$ cat config.mk
export PLATFORM = sky130hd
export DESIGN_NAME = nibble_serial_add_ctrl
export DESIGN_NICKNAME = d
export VERILOG_FILES = /design/src/rtl/nibble_serial_add_ctrl.sv
export SDC_FILE = /design/constraint.sdc
export NUM_CORES = 1
export LEC_CHECK = 0
export CAP_MARGIN = 20
export CORE_UTILIZATION = 60
export DETAILED_ROUTE_END_ITERATION = 6
export DONT_BUFFER_PORTS = 1
export GPL_ROUTABILITY_DRIVEN = 0
export PLACE_DENSITY = 0.76
export SETUP_SLACK_MARGIN = 0.5
export SLEW_MARGIN = 20
export SYNTH_ARGS = -nofsm -noshare
export SYNTH_HDL_FRONTEND = slang
export SYNTH_SLANG_ARGS = --single-unit
$ cat constraint.sdc
create_clock -name clk -period 3 [get_ports clk]
set_input_delay 0.3 -clock clk [delete_from_list [all_inputs] [get_ports clk]]
set_output_delay 0.3 -clock clk [all_outputs]
set_load 0.1 [all_outputs]
$ cat src/rtl/nibble_serial_add_ctrl.sv
// nibble_serial_add_ctrl
// Controller that time-shares one 4-bit adder slice over NIBBLES cycles to
// produce a W = 4*NIBBLES bit sum, least-significant nibble first. A ripple
// carry register links successive slice cycles.
//
// Optional build macro: ADD_SUB_EN adds a 'sub' input; sub=1 computes a-b as
// a + ~b + 1, and cout becomes the not-borrow flag.
//
// Ports:
//   clk    in   single clock, rising edge
//   rst    in   synchronous active-high reset
//   start  in   request an operation; accepted only while ready=1
//   a, b   in   W-bit operands, sampled on the accepting edge
//   sub    in   (ADD_SUB_EN only) subtract select, sampled with a/b
//   ready  out  high in IDLE
//   busy   out  high in RUN
//   done   out  one-cycle completion pulse
//   sum    out  W-bit result of the last completed operation
//   cout   out  carry out of the MSB nibble of the last completed operation
module nibble_serial_add_ctrl #(
  parameter int unsigned NIBBLES = 4,
  localparam int unsigned W = 4 * NIBBLES
) (
  input  logic         clk,
  input  logic         rst,
  input  logic         start,
  input  logic [W-1:0] a,
  input  logic [W-1:0] b,
`ifdef ADD_SUB_EN
  input  logic         sub,
`endif
  output logic         ready,
  output logic         busy,
  output logic         done,
  output logic [W-1:0] sum,
  output logic         cout
);

  localparam int unsigned CW = (NIBBLES > 1) ? $clog2(NIBBLES) : 1;

  typedef enum logic [1:0] {IDLE, RUN, DONE} state_t;

  state_t         state, state_nx;
  logic [W-1:0]   a_sh, b_sh, part, part_nx;
  logic           carry;
  logic [CW-1:0]  cnt;
  logic           last;
  logic [4:0]     slice;

  assign last  = (cnt == CW'(NIBBLES - 1));
  assign slice = {1'b0, a_sh[3:0]} + {1'b0, b_sh[3:0]} + {4'b0, carry};

  // Each slice result enters at the MSB end so that after NIBBLES shifts the
  // least-significant nibble has reached bit 0.
  generate
    if (NIBBLES == 1) begin : g_one
      assign part_nx = slice[3:0];
    end else begin : g_many
      assign part_nx = {slice[3:0], part[W-1:4]};
    end
  endgenerate

  always_ff @(posedge clk) begin
    if (rst) state <= IDLE;
    else     state <= state_nx;
  end

  always_comb begin
    state_nx = state;
    case (state)
      IDLE:    if (start) state_nx = RUN;
      RUN:     if (last)  state_nx = DONE;
      DONE:    state_nx = IDLE;
      default: state_nx = IDLE;
    endcase
  end

  always_ff @(posedge clk) begin
    if (rst) begin
      a_sh  <= '0;
      b_sh  <= '0;
      part  <= '0;
      carry <= 1'b0;
      cnt   <= '0;
      sum   <= '0;
      cout  <= 1'b0;
    end else begin
      case (state)
        IDLE: begin
          if (start) begin
            a_sh <= a;
            cnt  <= '0;
`ifdef ADD_SUB_EN
            // Subtraction as a + ~b + 1: invert B once here, seed carry with 1.
            b_sh  <= sub ? ~b : b;
            carry <= sub;
`else
            b_sh  <= b;
            carry <= 1'b0;
`endif
          end
        end
        RUN: begin
          a_sh  <= a_sh >> 4;
          b_sh  <= b_sh >> 4;
          carry <= slice[4];
          cnt   <= cnt + CW'(1);
          part  <= part_nx;
          if (last) begin
            sum  <= part_nx;
            cout <= slice[4];
          end
        end
        default: ;
      endcase
    end
  end

  assign ready = (state == IDLE);
  assign busy  = (state == RUN);
  assign done  = (state == DONE);

endmodule
==> qor.txt <==
Synth Area in Adders -> 3.15%
Hold Crit Class -> primary input to flip-flop
Netlist cell types -> 30
Hold Slack -> 0.0275 ns
total setup buffers inserted after CTS -> 0
Initial Util -> 63.9%
critical setup path kind -> flip-flop to flip-flop
Final Hold Violating Endpoints -> 0
Initial DRC Count -> 157
Clock transition at path regs -> 0.07 ns
Final period util -> 72.8%
Port-buffer cells -> 0
Synth Area in Compound Gates -> 14.4%
largest family of logic cells by synthesized area -> simple AND/OR/NAND/NOR gates
Row Count -> 24
Final setup viols -> 0
CTS sink cnt -> 66
required time of the worst setup path -> 3.26 ns
antenna violations before repair -> 0
Clk Latency, worst-skew pair -> 0.34 ns
#FFs+latches synth -> 66
CP startpoint kind -> flip-flop
min Tclk post-route -> 2.18 ns
Fill cells -> 396
total CTS buffers -> 9
max-slew violation count -> 0
slew margin rel. -> 27.6%
largest net degree at the start of global routing -> 68
synthesis-to-layout area growth -> 8.23%
max cap viols -> 0
CP arrival -> 2.44 ns
pwr dens -> 670 nW/µm²
most frequent cells in the layout -> nor2_1 (86), dfxtp_1 (66), a21oi_1 (54)
Setup TNS -> 0 ns
Routed WL per cell -> 13.2 µm
outcome -> finished, violations left
Max H-tree Level -> 3
diodes inserted -> 0
TritonCTS clock tree -> yes
critical path endpoint category -> flip-flop
Seq/Total Area, Yosys -> 46.2%
Peak VDD IR -> 459 µV
met3 Usage GRT -> 6.13%
RSZ-0062 raised after global routing -> no
Detail Route Antenna Nets -> 0
violated checks -> design-rule violations
synth top area cells -> dfxtp_1 (46%), nor2_1 (11%), a21oi_1 (9.5%)
post-synth top area share -> 46.2%
Post-Layout Cell Count -> 421
drt pass-1 iters -> 7
layout cells sized above 1 -> 7.86%
I/O pin total -> 55
Max Fclk -> 0.458 GHz
worst clock skew -> 0.00539 ns
Post-Synth XOR/XNOR Area -> 0.306%
first-pass GRT wire length -> 9520 µm
mux cell area share after synthesis -> 0%
Final HPWL DP -> 3550 µm
worst slew pin tran -> 1.09 ns
Leak -> 1.24 nW
placed cells -> 405
nets -> 405
CP Max Fanout -> 19
gr ovfl total -> 0
clk buf depth -> 2
DIE AREA -> 5040 µm²
commonest non-fill, non-tap cell in the layout -> nor2_1
GRT Util Overall -> 24.2%
Total Routed Length -> 5570 µm
met1 usage -> 28.7%
syn avg cell area -> 7.62 µm²
die width -> 71.0 µm
Net Count, Synth -> 416
Via Count -> 2342
busiest grt layer -> met2
Synthesis Warnings -> 0
hold buffers post-CTS -> 0
drt drc -> 2
post-synth top area cell -> dfxtp_1
vias in the first global route -> 2208
grt met2 use -> 39.5%
Synth Area in Simple Gates -> 30.4%
vias per cell -> 5.56
synthesized area -> 2860 µm²
root buf cell -> clkbuf_8
Cells after Synth -> 375
die height -> 71.0 µm
Core ar. -> 4470 µm²
==> flip-flops by register name, summed over array words and instances, names as in the netlist <==
register / flops
cout: 1
part: 12
a_sh: 16
cnt: 2
b_sh: 16
sum: 16
carry: 1
state: 2
==> critical path, stage by stage, from the launching register on <==
cell,delay [ns]
dfxtp_1,0.73
nand2b_4,0.23
inv_4,0.38
and2_2,0.44
nor2_1,0.09
a211oi_2,0.22
==> path summary, 6_finish.rpt <==
path	startpoint	end	slack, ns	cells after the start
max	state[0]	cout	0.82	5
min	rst	sum[15]	0.03	1
max reg2reg	state[0]	cout	0.82	5
min reg2reg	part[4]	sum[0]	0.45	2
==> through the flow <==
step | util, % | instance area [µm²] | total power [mW] | setup slack (ns)
CTS | 69.1 | 3090 | 2.09 | 0.584
global route | 69.1 | 3090 | 2.16 | 0.580
floorplan | - | 2860 | 1.15 | 0.516
global placement | 63.5 | 2840 | 1.16 | 0.693
detailed placement | 63.5 | 2840 | 1.17 | 0.630
finish | 69.1 | 3090 | 2.07 | 0.817
==> routing by layer <==
layer	vias to the layer above	wire length [µm]
met1	1079	2580
li1	1200	-
met4	0	86
met5	-	0
met2	51	2630
met3	12	270
==> synthesized netlist by cell type, drive strengths merged <==
library cell  count
a211oi            7
a21o              1
a21oi            54
a22oi             8
and2              2
and3              1
buf              16
clkbuf           12
dfxtp            66
fa                2
ha                4
inv               6
nand2            51
nand2b            2
nand3             1
nand3b            2
nor2             87
nor2b            26
nor3             22
o31ai             2
or2               1
or3               1
xnor2             1
==> power by group <==
group / switching (mW) / leakage, nW / internal (mW)
clock network: 0.328 / 0.129 / 0.595
logic: 0.116 / 0.570 / 0.0796
registers: 0.0339 / 0.540 / 0.921
==> cell families (layout without fill, tap and decap cells) <==
| family | Yosys count | after routing |
|---|---|---|
| simple gates | 196 | 196 |
| buf+inv | 34 | 28 |
| flops | 66 | 66 |
| compound gates | 72 | 72 |
| xor+xnor | 1 | 1 |
| fa+ha+maj | 6 | 6 |
==> cell type report <==
cell class                 instances  area, µm²  share of cell area [%]
sequential                        66       1320                    42.7
multi-input combinational        275       1390                    44.8
clock buffer                      11        151                    4.89
timing repair buffer               6       45.0                    1.46
tap                               52       65.1                    2.10
inverter                           6       25.0                   0.809
clock inverter                     5        100                    3.24
==> timing repair <==
item                                    CTS  global route
resized for setup                         0             1
endpoints found under the hold margin     0             0
endpoints found under the setup margin    0             7
(Power assumes the default switching activity.)
